===== config.mk =====
export PLATFORM = sky130hd
export DESIGN_NAME = wb_commit
export DESIGN_NICKNAME = d
export VERILOG_FILES = /design/src/rtl/wb_commit.sv
export SDC_FILE = /design/constraint.sdc
export NUM_CORES = 1
export LEC_CHECK = 0
export ABC_AREA = 1
export CORE_MARGIN = 2
export CORE_UTILIZATION = 24
export CTS_BUF_LIST = sky130_fd_sc_hd__clkbuf_2 sky130_fd_sc_hd__clkbuf_4 sky130_fd_sc_hd__clkbuf_8
export DETAILED_ROUTE_END_ITERATION = 6
export PLACE_DENSITY = 0.38
export SYNTH_ARGS = -nofsm -noshare
export SYNTH_HDL_FRONTEND = slang
export SYNTH_SLANG_ARGS = --single-unit

===== constraint.sdc =====
create_clock -name clk -period 12.1 [get_ports clk]
set_clock_uncertainty 0.1 [all_clocks]
set_input_delay 1.815 -clock clk [delete_from_list [all_inputs] [get_ports clk]]
set_output_delay 1.815 -clock clk [all_outputs]
set_load 0.1 [all_outputs]

===== src/rtl/wb_commit.sv =====
// wb_commit: last pipeline stage. Consumes the MEM/WB bundle and commits it
// to the GPR write port and the machine-mode CSR file (mcycle/minstret
// included). It also handles trap entry and mret, and raises a one-cycle
// flush with a redirect PC toward fetch.
module wb_commit #(
  parameter logic [31:0] RESET_MTVEC = 32'h0000_0100
) (
  input  logic        clk,
  input  logic        cpurst,
  input  logic        wb_valid,
  input  logic        wb_wr_reg,
  input  logic [4:0]  wb_wr_regindex,
  input  logic [31:0] wb_wr_wdata,
  input  logic [31:0] wb_pc,
  input  logic        wb_exp,
  input  logic [4:0]  wb_causecode,
  input  logic [31:0] wb_mtval,
  input  logic        wb_mret,
  input  logic        wb_wr_csrreg,
  input  logic [11:0] wb_wr_csrindex,
  input  logic [31:0] wb_wr_csrwdata,
  input  logic [11:0] csr_rd_index,
  output logic        rf_we,
  output logic [4:0]  rf_waddr,
  output logic [31:0] rf_wdata,
  output logic [31:0] csr_rd_data,
  output logic        wb_flush,
  output logic [31:0] wb_redirect_pc,
  output logic        mstatus_mie
);

  localparam logic [11:0] A_MSTATUS  = 12'h300;
  localparam logic [11:0] A_MTVEC    = 12'h305;
  localparam logic [11:0] A_MSCRATCH = 12'h340;
  localparam logic [11:0] A_MEPC     = 12'h341;
  localparam logic [11:0] A_MCAUSE   = 12'h342;
  localparam logic [11:0] A_MTVAL    = 12'h343;
  localparam logic [11:0] A_MCYCLE   = 12'hB00;
  localparam logic [11:0] A_MCYCLEH  = 12'hB80;
  localparam logic [11:0] A_MINSTR   = 12'hB02;
  localparam logic [11:0] A_MINSTRH  = 12'hB82;

  typedef enum logic {ST_IDLE, ST_SHADOW} state_t;

  state_t      r_state, w_state_nxt;
  logic        w_commit, w_trap, w_mret, w_csr_we, w_retire;

  logic        r_mie, r_mpie;
  logic [31:0] r_mtvec, r_mscratch, r_mepc, r_mcause, r_mtval;
  logic [63:0] r_mcycle, r_minstret;
  logic        r_flush;
  logic [31:0] r_redirect_pc;

  // The PC's bit 0 is never stored because mepc is halfword aligned.
  logic        w_unused;
  assign w_unused = wb_pc[0];

  // State register: SHADOW marks the single wrong-path cycle after a redirect.
  always_ff @(posedge clk or posedge cpurst) begin
    if (cpurst) r_state <= ST_IDLE;
    else        r_state <= w_state_nxt;
  end

  // Commit qualification, the action decode, and the next state.
  always_comb begin
    w_state_nxt = r_state;
    w_commit    = 1'b0;
    w_trap      = 1'b0;
    w_mret      = 1'b0;
    w_csr_we    = 1'b0;
    w_retire    = 1'b0;
    rf_we       = 1'b0;
    case (r_state)
      ST_IDLE: begin
        w_commit = wb_valid;
        w_trap   = w_commit & wb_exp;
        w_mret   = w_commit & wb_mret & ~wb_exp;
        w_csr_we = w_commit & wb_wr_csrreg & ~wb_exp;
        w_retire = w_commit & ~wb_exp;
        rf_we    = w_commit & wb_wr_reg & ~wb_exp & (wb_wr_regindex != 5'd0);
        if (w_trap || w_mret) w_state_nxt = ST_SHADOW;
      end
      ST_SHADOW: w_state_nxt = ST_IDLE;
      default:   w_state_nxt = ST_IDLE;
    endcase
  end

  assign rf_waddr = wb_wr_regindex;
  assign rf_wdata = wb_wr_wdata;

  // mstatus MIE/MPIE. A trap beats mret, and mret beats a CSR write.
  always_ff @(posedge clk or posedge cpurst) begin
    if (cpurst) begin
      r_mie  <= 1'b0;
      r_mpie <= 1'b0;
    end else if (w_trap) begin
      r_mpie <= r_mie;
      r_mie  <= 1'b0;
    end else if (w_mret) begin
      r_mie  <= r_mpie;
      r_mpie <= 1'b1;
    end else if (w_csr_we && wb_wr_csrindex == A_MSTATUS) begin
      r_mie  <= wb_wr_csrwdata[3];
      r_mpie <= wb_wr_csrwdata[7];
    end
  end

  // Software-only CSRs: mtvec (direct mode only) and mscratch.
  always_ff @(posedge clk or posedge cpurst) begin
    if (cpurst) begin
      r_mtvec    <= RESET_MTVEC;
      r_mscratch <= 32'd0;
    end else if (w_csr_we) begin
      if (wb_wr_csrindex == A_MTVEC)    r_mtvec    <= {wb_wr_csrwdata[31:2], 2'b00};
      if (wb_wr_csrindex == A_MSCRATCH) r_mscratch <= wb_wr_csrwdata;
    end
  end

  // Trap CSRs: trap entry captures them, and otherwise software can write them.
  always_ff @(posedge clk or posedge cpurst) begin
    if (cpurst) begin
      r_mepc   <= 32'd0;
      r_mcause <= 32'd0;
      r_mtval  <= 32'd0;
    end else if (w_trap) begin
      r_mepc   <= {wb_pc[31:1], 1'b0};
      r_mcause <= {27'd0, wb_causecode};
      r_mtval  <= wb_mtval;
    end else if (w_csr_we) begin
      if (wb_wr_csrindex == A_MEPC)   r_mepc   <= {wb_wr_csrwdata[31:1], 1'b0};
      if (wb_wr_csrindex == A_MCAUSE) r_mcause <= wb_wr_csrwdata;
      if (wb_wr_csrindex == A_MTVAL)  r_mtval  <= wb_wr_csrwdata;
    end
  end

  // mcycle: a write to one half replaces that cycle's increment, with no carry.
  always_ff @(posedge clk or posedge cpurst) begin
    if (cpurst)                                        r_mcycle        <= 64'd0;
    else if (w_csr_we && wb_wr_csrindex == A_MCYCLE)   r_mcycle[31:0]  <= wb_wr_csrwdata;
    else if (w_csr_we && wb_wr_csrindex == A_MCYCLEH)  r_mcycle[63:32] <= wb_wr_csrwdata;
    else                                               r_mcycle        <= r_mcycle + 64'd1;
  end

  // minstret: counts non-excepting commits. A half write wins, as for mcycle.
  always_ff @(posedge clk or posedge cpurst) begin
    if (cpurst)                                        r_minstret        <= 64'd0;
    else if (w_csr_we && wb_wr_csrindex == A_MINSTR)   r_minstret[31:0]  <= wb_wr_csrwdata;
    else if (w_csr_we && wb_wr_csrindex == A_MINSTRH)  r_minstret[63:32] <= wb_wr_csrwdata;
    else if (w_retire)                                 r_minstret        <= r_minstret + 64'd1;
  end

  // Flush and redirect. The target is the pre-edge mtvec or mepc.
  always_ff @(posedge clk or posedge cpurst) begin
    if (cpurst) begin
      r_flush       <= 1'b0;
      r_redirect_pc <= 32'd0;
    end else begin
      r_flush <= w_trap | w_mret;
      if (w_trap)      r_redirect_pc <= r_mtvec;
      else if (w_mret) r_redirect_pc <= r_mepc;
    end
  end

  assign wb_flush       = r_flush;
  assign wb_redirect_pc = r_redirect_pc;
  assign mstatus_mie    = r_mie;

  // CSR read port. It shows pre-edge state; there is no bypass.
  always_comb begin
    csr_rd_data = 32'd0;
    case (csr_rd_index)
      A_MSTATUS:  csr_rd_data = {24'd0, r_mpie, 3'd0, r_mie, 3'd0};
      A_MTVEC:    csr_rd_data = r_mtvec;
      A_MSCRATCH: csr_rd_data = r_mscratch;
      A_MEPC:     csr_rd_data = r_mepc;
      A_MCAUSE:   csr_rd_data = r_mcause;
      A_MTVAL:    csr_rd_data = r_mtval;
      A_MCYCLE:   csr_rd_data = r_mcycle[31:0];
      A_MCYCLEH:  csr_rd_data = r_mcycle[63:32];
      A_MINSTR:   csr_rd_data = r_minstret[31:0];
      A_MINSTRH:  csr_rd_data = r_minstret[63:32];
      default:    csr_rd_data = 32'd0;
    endcase
  end

endmodule

# Word level (Yosys, flattened, before mapping)
# Cells that the tools add are included.
# op_classes
add_sub_neg,2
n_eq_ne,22
mux,32
bitwise,13
n_reduce_logical,22
# ops
op,n
two-way mux 32 bit,17
one-hot mux 32 bit (10 select lines),1
equality test 12 x 10 -> 1 bit (second input constant),12
adder 64 x 1 -> 64 bit (second input constant),2
equality test 12 bit (second input constant),8
two-way mux 64 bit,1
AND reduction 2 bit,7
nonzero test 2 bit,7
two-way mux 1 bit,12
bitwise AND 1 bit,9
logical AND 1 bit,5
nonzero test 5 bit,1
!= test 2 bit (second input constant),2
NOT 1 bit,3
nonzero test 3 bit,1
one-hot mux 1 bit (2 select lines),1
logical OR 1 bit,1
OR 1 bit,1
# totals
register_bits,322
output_inout_bits,104
wordCells,105

# Longest topological paths before layout
# Gate-level depths: netlist of the first run.
# depth
ltp_word,7
ltp_mapped,12

# Worst setup path before layout of the first run
# Ideal clock, no wire load.
# synth_timing
kind,input-to-output
from,input wb_exp
to,output rf_we
arrival_time_ns,3.650
required_ns,10.185
slack_ns,6.535
path_stages,3
path_buffers,0
path_cell_list,nor3_4 nand2_1 a21oi_1
# synth_via
elab_chain_cells,4
# synth_lines
element,line_no,text
from (decl),15,"input logic wb_exp,"
NOT 1 bit,80,rf_we = w_commit & wb_wr_reg & ~wb_exp & (wb_wr_regindex != 5'd0);
bitwise AND 1 bit (2 in a row),80,
two-way mux 1 bit,73,case (r_state)
to (decl),23,"output logic rf_we,"
# No other way between the ends.

# Worst setup path in the final report of the first run
# layout_timing
from,input csr_rd_index[3]
to,output csr_rd_data[31]
# layout_via
elab_chain_cells,2
# layout_lines
element,line_no,text
from (decl),22,"input logic [11:0] csr_rd_index,"
equality test 12 bit / equality test 12 x 10 -> 1 bit (equally long branches),171,case (csr_rd_index)
one-hot mux 32 bit (10 select lines) *,171,
to (decl),26,"output logic [31:0] csr_rd_data,"
# Mark *: on every way between the ends. The rest lies on a longest branch, timed or not.

==> results of run 1 <==
## logic make-up after synthesis
kind of cell | share of synthesized area
other | 0.000183
and+or+nand+nor | 0.332
xor gates and xnor gates | 0.0119
DFF | 0.390
AOI/OAI and AO/OA | 0.159
buffers and inverters | 0.106
adders and majority gates | 0.00122
## metrics by stage
stage	setup WS, ns	power [W]	util	instance area (sq um)	hold slack [ns]
global placement	4.16	0.00203	0.276	23500	0.365
floorplan	1.33	0.00182	-	20500	0.353
global route	3.95	0.00349	0.293	24900	0.402
CTS	4.13	0.00336	0.293	24900	0.388
detailed placement	4.14	0.00204	0.276	23500	0.374
finish	4.01	0.00333	0.293	24900	0.383
## sequential cells by signal (all words and copies together), names as in the netlist
| name | cells |
|---|---|
| wb_flush | 1 |
| r_state | 1 |
| r_mpie | 1 |
| r_mepc | 31 |
| r_minstret | 64 |
| r_mcause | 32 |
| r_mcycle | 64 |
| mstatus_mie | 1 |
| r_mtvec | 30 |
| r_mscratch | 32 |
| r_mtval | 32 |
| wb_redirect_pc | 31 |
## power by group
part	switching [W]	leakage, nW	internal, W	total, W
registers	0.000137	3.99	0.00121	0.00135
logic	0.000484	6.56	0.000197	0.000681
clock network	0.000571	0.780	0.000726	0.00130
## per-layer routing
layer  vias up  part of all wire
met5         -           0.00025
met1     10900              0.45
met2       817              0.46
li1      10400                 -
met4         4             0.032
met3       172             0.059
## synth_stat cells (32+ instances only)
cell type                    n
sky130_fd_sc_hd__nand3_1   175
sky130_fd_sc_hd__o22ai_1    66
sky130_fd_sc_hd__buf_4      45
sky130_fd_sc_hd__a21oi_1   186
sky130_fd_sc_hd__nand2_1   874
sky130_fd_sc_hd__clkbuf_1   69
sky130_fd_sc_hd__o21ai_1    32
sky130_fd_sc_hd__dfrtp_1   319
sky130_fd_sc_hd__o21ai_0   316
sky130_fd_sc_hd__nor3_1     71
sky130_fd_sc_hd__nor2_1    457
sky130_fd_sc_hd__inv_1     338
sky130_fd_sc_hd__nand4_1    49
sky130_fd_sc_hd__buf_2      48
## layout make-up
type                       count  area share
clock inverter                10     0.00301
multi-input combinational   2313       0.416
tap                         1144      0.0574
timing repair buffer         244      0.0941
sequential                   320       0.321
antenna                        5    0.000502
inverter                     343      0.0520
clock buffer                 113      0.0556
## worst max path at each step
stage | cells after the start | endpoint
6_report | 9 | csr_rd_data[31]
5_1_grt | 9 | csr_rd_data[31]
3_5_place_dp | 9 | csr_rd_data[31]
2_1_floorplan | 1 | mstatus_mie$_DFFE_PP0P_
3_3_place_gp | 10 | csr_rd_data[31]
4_1_cts | 9 | csr_rd_data[31]
## tightest hold or removal path, cell delays in order, from the launching register on
cell                      delay, ns
sky130_fd_sc_hd__dfrtp_1       0.34
sky130_fd_sc_hd__nand2_1       0.05
sky130_fd_sc_hd__o21ai_0       0.06
==> impl_metrics.prom, run 1 <==
# TYPE chip_impl_metric gauge
chip_impl_metric{name="ff2ff_setup_slack",unit="ns"} 8.71
chip_impl_metric{name="growth_of_design_area_from_synthesis_to_finish",unit="%"} 21.5
chip_impl_metric{name="power.density_cell_area",unit="nW/um^2"} 133
chip_impl_metric{name="async_reset_ff_frac",unit=""} 1.00
chip_impl_info{name="outcome",value="finished, final reports clean"} 1
chip_impl_metric{name="place.port_buffers",unit=""} 206
chip_impl_metric{name="detail_routed_via_count_per_cell",unit=""} 4.96
chip_impl_metric{name="cts-buffers-inserted",unit=""} 71
chip_impl_info{name="setup.worst_path.end_class",value="primary output"} 1
chip_impl_metric{name="clock_latency",unit="ns"} 0.68
chip_impl_metric{name="vias_in_the_first_global_route",unit=""} 21700
chip_impl_metric{name="io-pin-count",unit=""} 273
chip_impl_metric{name="core_area",unit="sq um"} 85000
chip_impl_info{name="critical-path-top-delay-family",value="simple AND/OR/NAND/NOR gates"} 1
chip_impl_info{name="worstHoldPathType",value="flip-flop to flip-flop"} 1
chip_impl_metric{name="synthDistinctLibCells",unit=""} 36
chip_impl_metric{name="largest_net_degree_at_the_start_of_global_routing",unit=""} 85
chip_impl_info{name="layout_common_cells",value="874 x sky130_fd_sc_hd__nand2_1, 456 x sky130_fd_sc_hd__nor2_1, 336 x sky130_fd_sc_hd__inv_1"} 1
chip_impl_metric{name="nets",unit=""} 3464
chip_impl_metric{name="count_of_buffer_and_inverter_cells_on_the_critical_path",unit=""} 2
chip_impl_metric{name="multi_input_area",unit="sq um"} 10400
chip_impl_metric{name="num_rows",unit=""} 107
chip_impl_metric{name="yosysWarningCount",unit=""} 0
chip_impl_metric{name="maxCapViolCount",unit=""} 0
chip_impl_metric{name="floorplan.die.height",unit="um"} 296
chip_impl_info{name="tritoncts",value="done"} 1
chip_impl_metric{name="r2r.worst_path.cells",unit=""} 9
chip_impl_metric{name="detail_route.drc_violations",unit=""} 0
chip_impl_info{name="critPathKind",value="primary input to primary output"} 1
chip_impl_metric{name="cp_data_arrival_time",unit="ns"} 6.17
chip_impl_metric{name="detail-route-antenna-nets",unit=""} 0
chip_impl_info{name="timing.hold.worst_endpoint",value="r_mscratch[7]$_DFFE_PP0P_"} 1
chip_impl_info{name="worst_hold_startpoint",value="r_mscratch[7]$_DFFE_PP0P_"} 1
chip_impl_metric{name="drive_gt1_frac",unit=""} 0.0592
chip_impl_metric{name="die_x",unit="um"} 296
chip_impl_metric{name="wl_per_cell",unit="um"} 24.5
chip_impl_info{name="layout_commonest_cell",value="sky130_fd_sc_hd__nand2_1"} 1
chip_impl_metric{name="post_synth_edffs",unit=""} 0
chip_impl_info{name="synth_area_leaders",value="sky130_fd_sc_hd__dfrtp_1 39%, sky130_fd_sc_hd__nand2_1 16%, sky130_fd_sc_hd__nor2_1 8.4%"} 1
chip_impl_metric{name="syn_area",unit="sq um"} 20500
chip_impl_info{name="synth-main-ff-cell",value="sky130_fd_sc_hd__dfrtp_1"} 1
chip_impl_metric{name="track_usage",unit=""} 0.248
chip_impl_metric{name="antenna_found_initial",unit=""} 9
chip_impl_metric{name="final.fill_count",unit=""} 9460
chip_impl_metric{name="max-slew-margin-rel",unit=""} 0.205
chip_impl_metric{name="vias",unit=""} 22300
chip_impl_info{name="crit_slowest_cell",value="sky130_fd_sc_hd__clkdlybuf4s50_1"} 1
chip_impl_metric{name="final_hold_viol_count",unit=""} 0
chip_impl_metric{name="finalNonFillerCells",unit=""} 4492
chip_impl_metric{name="synth-seq-area-share",unit=""} 0.390
chip_impl_metric{name="path_clk_slew",unit="ns"} 0.06
chip_impl_metric{name="global_route_wire_length_before_repair",unit="mm"} 157
chip_impl_metric{name="postCtsResizedCells",unit=""} 0
chip_impl_info{name="rr_endpoint",value="r_mcycle[38]$_DFFE_PP0N_"} 1
chip_impl_info{name="cts.root.buffer_cell",value="sky130_fd_sc_hd__clkbuf_8"} 1
chip_impl_metric{name="synth.net_count",unit=""} 3317
chip_impl_metric{name="postSynthCellCount",unit=""} 3146
chip_impl_metric{name="clock.fmax",unit="MHz"} 124
chip_impl_metric{name="drtPass1Iterations",unit=""} 5
chip_impl_info{name="cp_cell_sequence",value="clkdlybuf4s50_1 -> nor2_4 -> nand3_1 -> nor2_1 -> nand2_1 -> o21ai_0 -> nor2_1 -> nand3_1 -> clkdlybuf4s50_1"} 1
chip_impl_metric{name="peakVddDrop",unit="mV"} 0.0659
chip_impl_info{name="worst_setup_path_startpoint",value="csr_rd_index[3]"} 1
chip_impl_metric{name="routabilityCongestion",unit=""} 0.976
chip_impl_metric{name="cp_slowest_stage_delay",unit="ns"} 1.15
chip_impl_metric{name="setup_tns",unit="ns"} 0
chip_impl_metric{name="report.final.slew_viol_count",unit=""} 0
chip_impl_metric{name="placedCellCount",unit=""} 4364
chip_impl_metric{name="cts.hold.buffers_added",unit=""} 0
chip_impl_metric{name="dp.final_hpwl",unit="mm"} 80.6
chip_impl_metric{name="worstMarginPinSlew",unit="ns"} 1.19
chip_impl_metric{name="hold_path_depth",unit=""} 2
chip_impl_metric{name="finalSetupViolCount",unit=""} 0
chip_impl_metric{name="cts_sinks",unit=""} 320
chip_impl_metric{name="initial_core_util",unit=""} 0.241
chip_impl_metric{name="final_period_minus_worst_setup_slack",unit="ns"} 8.09
chip_impl_metric{name="fp.dieArea",unit="sq um"} 87900
chip_impl_metric{name="synth_seq_cells",unit=""} 320
chip_impl_metric{name="post_route_clock_period_utilization",unit=""} 0.668
chip_impl_info{name="critPathLaunchType",value="primary input"} 1
chip_impl_metric{name="final-seq-area",unit="sq um"} 8010
chip_impl_info{name="yosysTopAreaCell",value="sky130_fd_sc_hd__dfrtp_1"} 1
chip_impl_metric{name="worst_ep_required_time",unit="ns"} 10.18
chip_impl_info{name="rsz_0062_raised_after_global_routing",value="no"} 1
chip_impl_metric{name="postSynthAreaPerCell",unit="sq um"} 6.52
chip_impl_metric{name="leakage_power_summed_over_all_cells",unit="nW"} 11.3
chip_impl_metric{name="detailedRoute.firstIterationViolations",unit=""} 1985
chip_impl_metric{name="worst-path-max-fanout",unit=""} 18
chip_impl_info{name="regToRegStartpoint",value="r_state$_DFF_PP0_"} 1
chip_impl_metric{name="yosys.area.top_type_share",unit=""} 0.389
chip_impl_metric{name="wirelength",unit="mm"} 110
chip_impl_metric{name="cts_setup_buffers",unit=""} 0
chip_impl_metric{name="grtUsageMet3",unit=""} 0.0364
chip_impl_metric{name="cts-root-to-sink-buffers",unit=""} 3
chip_impl_info{name="grt_busiest_layer",value="met2"} 1
chip_impl_metric{name="grt_use_met2",unit=""} 0.402
chip_impl_metric{name="gr-total-overflow",unit=""} 0
chip_impl_metric{name="h-tree-depth",unit=""} 3
chip_impl_metric{name="grt.met1_usage",unit=""} 0.339
Power figures use the tool's default switching activity.
==> run 2, diff against run 1 <==
- clock period: 12.1 -> 8.1 ns (I/O delays scaled with it)
==> run 2 against run 1 <==
Combinational power is 50% higher. Count of clock-buffer cells in the layout shrank 7. Routed wire length increased by 1.2%. Largest cell class unchanged.
==> impl_metrics.prom, run 2 (synthesized netlist as in run 1, its figures left out) <==
# TYPE chip_impl_metric gauge
chip_impl_metric{name="maxCapViolCount",unit=""} 0
chip_impl_metric{name="final.fill_count",unit=""} 9439
chip_impl_metric{name="setup_tns",unit="ns"} 0
chip_impl_metric{name="pre_cts_ws",unit="ns"} 1.78
chip_impl_metric{name="report.final.slew_viol_count",unit=""} 0
chip_impl_metric{name="cts_sinks",unit=""} 320
chip_impl_metric{name="worst_ep_required_time",unit="ns"} 6.78
chip_impl_metric{name="cts-buffers-inserted",unit=""} 70
chip_impl_metric{name="routabilityCongestion",unit=""} 0.956
chip_impl_metric{name="vias",unit=""} 22300
chip_impl_metric{name="growth_of_design_area_from_synthesis_to_finish",unit="%"} 21.1
chip_impl_metric{name="initial_core_util",unit=""} 0.241
chip_impl_metric{name="place.port_buffers",unit=""} 206
chip_impl_metric{name="dp.final_hpwl",unit="mm"} 81.3
chip_impl_info{name="layout_common_cells",value="874 x sky130_fd_sc_hd__nand2_1, 456 x sky130_fd_sc_hd__nor2_1, 336 x sky130_fd_sc_hd__inv_1"} 1
chip_impl_metric{name="internal_power",unit="W"} 0.00312
chip_impl_metric{name="worstMarginPinSlew",unit="ns"} 0.995
chip_impl_metric{name="vias_in_the_first_global_route",unit=""} 21400
chip_impl_metric{name="worst-path-max-fanout",unit=""} 12
chip_impl_metric{name="nets",unit=""} 3467
chip_impl_metric{name="max-slew-margin-rel",unit=""} 0.334
chip_impl_metric{name="cp_data_arrival_time",unit="ns"} 4.98
chip_impl_metric{name="switching_share",unit=""} 0.365
chip_impl_info{name="critPathKind",value="primary input to primary output"} 1
chip_impl_metric{name="final_hold_viol_count",unit=""} 0
chip_impl_metric{name="drive_gt1_frac",unit=""} 0.0650
chip_impl_metric{name="power.density_cell_area",unit="nW/um^2"} 198
chip_impl_metric{name="clock.fmax",unit="MHz"} 159
chip_impl_metric{name="peakVddDrop",unit="mV"} 0.0942
chip_impl_metric{name="h-tree-depth",unit=""} 3
chip_impl_info{name="setup.worst_path.end_class",value="primary output"} 1
chip_impl_metric{name="leakage_power_summed_over_all_cells",unit="nW"} 11.4
chip_impl_metric{name="die_x",unit="um"} 296
chip_impl_metric{name="detail_route.drc_violations",unit=""} 0
chip_impl_metric{name="gr-total-overflow",unit=""} 0
chip_impl_metric{name="floorplan.die.height",unit="um"} 296
chip_impl_metric{name="ff2ff_setup_slack",unit="ns"} 4.82
chip_impl_info{name="outcome",value="finished, final reports clean"} 1
chip_impl_metric{name="fin_area",unit="sq um"} 24800
chip_impl_metric{name="finalWorstSetupSlack",unit="ns"} 1.80
chip_impl_metric{name="drtPass1Iterations",unit=""} 6
chip_impl_info{name="rsz_0062_raised_after_global_routing",value="no"} 1
chip_impl_metric{name="largest_net_degree_at_the_start_of_global_routing",unit=""} 115
chip_impl_metric{name="wl_per_cell",unit="um"} 24.8
chip_impl_info{name="tritoncts",value="done"} 1
chip_impl_metric{name="p_seq_frac",unit=""} 0.411
chip_impl_metric{name="track_usage",unit=""} 0.250
chip_impl_metric{name="cts-root-to-sink-buffers",unit=""} 3
chip_impl_metric{name="clock_latency",unit="ns"} 0.69
chip_impl_metric{name="io-pin-count",unit=""} 273
chip_impl_metric{name="fp.dieArea",unit="sq um"} 87900
chip_impl_metric{name="antenna_found_initial",unit=""} 9
chip_impl_metric{name="global_route_wire_length_before_repair",unit="mm"} 157
chip_impl_metric{name="detailedRoute.firstIterationViolations",unit=""} 1882
chip_impl_metric{name="num_rows",unit=""} 107
chip_impl_info{name="largestRegisters",value="r_mcycle x64, r_minstret x64"} 1
chip_impl_metric{name="clock_power_share",unit=""} 0.381
chip_impl_metric{name="cts.hold.buffers_added",unit=""} 0
chip_impl_info{name="layout_commonest_cell",value="sky130_fd_sc_hd__nand2_1"} 1
chip_impl_metric{name="path_clk_slew",unit="ns"} 0.06
chip_impl_metric{name="post_route_clock_period_utilization",unit=""} 0.778
chip_impl_metric{name="core_area",unit="sq um"} 85000
chip_impl_metric{name="share_comb_of_total_power",unit=""} 0.209
chip_impl_metric{name="detail-route-antenna-nets",unit=""} 0
chip_impl_metric{name="finalSetupViolCount",unit=""} 0
chip_impl_metric{name="detail_routed_via_count_per_cell",unit=""} 4.97
chip_impl_metric{name="cts_setup_buffers",unit=""} 0
chip_impl_metric{name="final_period_minus_worst_setup_slack",unit="ns"} 6.30
chip_impl_metric{name="postCtsResizedCells",unit=""} 0
chip_impl_info{name="cts.root.buffer_cell",value="sky130_fd_sc_hd__clkbuf_8"} 1
chip_impl_info{name="critPathLaunchType",value="primary input"} 1
chip_impl_info{name="worstHoldPathType",value="flip-flop to flip-flop"} 1
chip_impl_metric{name="dpl_cell_area",unit="sq um"} 23500
chip_impl_metric{name="p_sw",unit="W"} 0.00179
chip_impl_metric{name="wirelength",unit="mm"} 111
## run 2: cell count changes in the layout (fill, tap and decap cells not counted), moves of 2 or more
cell,previous run,this run
sky130_fd_sc_hd__clkinv_8,0,3
sky130_fd_sc_hd__clkdlybuf4s50_1,206,183
sky130_fd_sc_hd__diode_2,5,3
sky130_fd_sc_hd__clkbuf_8,86,78
sky130_fd_sc_hd__buf_12,0,2
sky130_fd_sc_hd__buf_4,38,63
## run 2: worst paths after layout
check,startpoint,endpoint,cells after the start
max,csr_rd_index[3],csr_rd_data[19],9
min,r_mcause[13]$_DFFE_PP0P_,r_mcause[13]$_DFFE_PP0P_,2
max reg2reg,r_state$_DFF_PP0_,r_mcycle[16]$_DFFE_PP0P_,10
min reg2reg,r_mcause[13]$_DFFE_PP0P_,r_mcause[13]$_DFFE_PP0P_,2
max in group asynchronous,cpurst,r_mepc[19]$_DFFE_PP0P_,3
min in group asynchronous,cpurst,r_mtval[4]$_DFFE_PP0P_,2
## run 2: worst max-delay path: stages
cell,delay (ns)
sky130_fd_sc_hd__clkdlybuf4s50_1,0.47
sky130_fd_sc_hd__nor2_4,0.22
sky130_fd_sc_hd__nand3_1,0.15
sky130_fd_sc_hd__inv_1,0.43
sky130_fd_sc_hd__nand3_1,0.54
sky130_fd_sc_hd__o21ai_0,0.49
sky130_fd_sc_hd__nor2_1,0.17
sky130_fd_sc_hd__nand3_1,0.13
sky130_fd_sc_hd__clkdlybuf4s50_1,1.14
## run 2: power by group through the flow
stage                     registers, W  logic, W  clock network (W)
after floorplan                0.00219  0.000532                  0
after global placement         0.00203   0.00101                  0
after detailed placement       0.00204   0.00102                  0
after CTS                      0.00201   0.00103            0.00192
after global routing           0.00204   0.00112            0.00198
final                          0.00202   0.00102            0.00187
## run 2: stage by stage
step,hold slack (ns),cells,total power (W),util
global placement,0.366,4368,0.00305,0.276
global route,0.408,4484,0.00515,0.292
CTS,0.387,4483,0.00495,0.292
finish,0.383,4486,0.00491,0.292
detailed placement,0.373,4368,0.00306,0.276
floorplan,0.353,3146,0.00272,-
## run 2: final cells by class
cell class              count  area (sq um)  area share
clock inverters             9          95.1     0.00383
clock buffers             106          1280      0.0517
well taps                1144          1430      0.0576
flip-flops and latches    320          8010       0.322
repair buffers            248          2340      0.0944
inverters                 343          1290      0.0520
multi-input cells        2313         10400       0.418
diodes                      3          7.51    0.000302
## run 2: per-layer routing
metal | up-vias | wire length [um] | track usage
li1 | 10400 | - | -
met1 | 10900 | 49600 | 0.339
met2 | 853 | 51600 | 0.410
met3 | 144 | 7370 | 0.0445
met4 | 6 | 2830 | 0.0666
met5 | - | 41 | 0
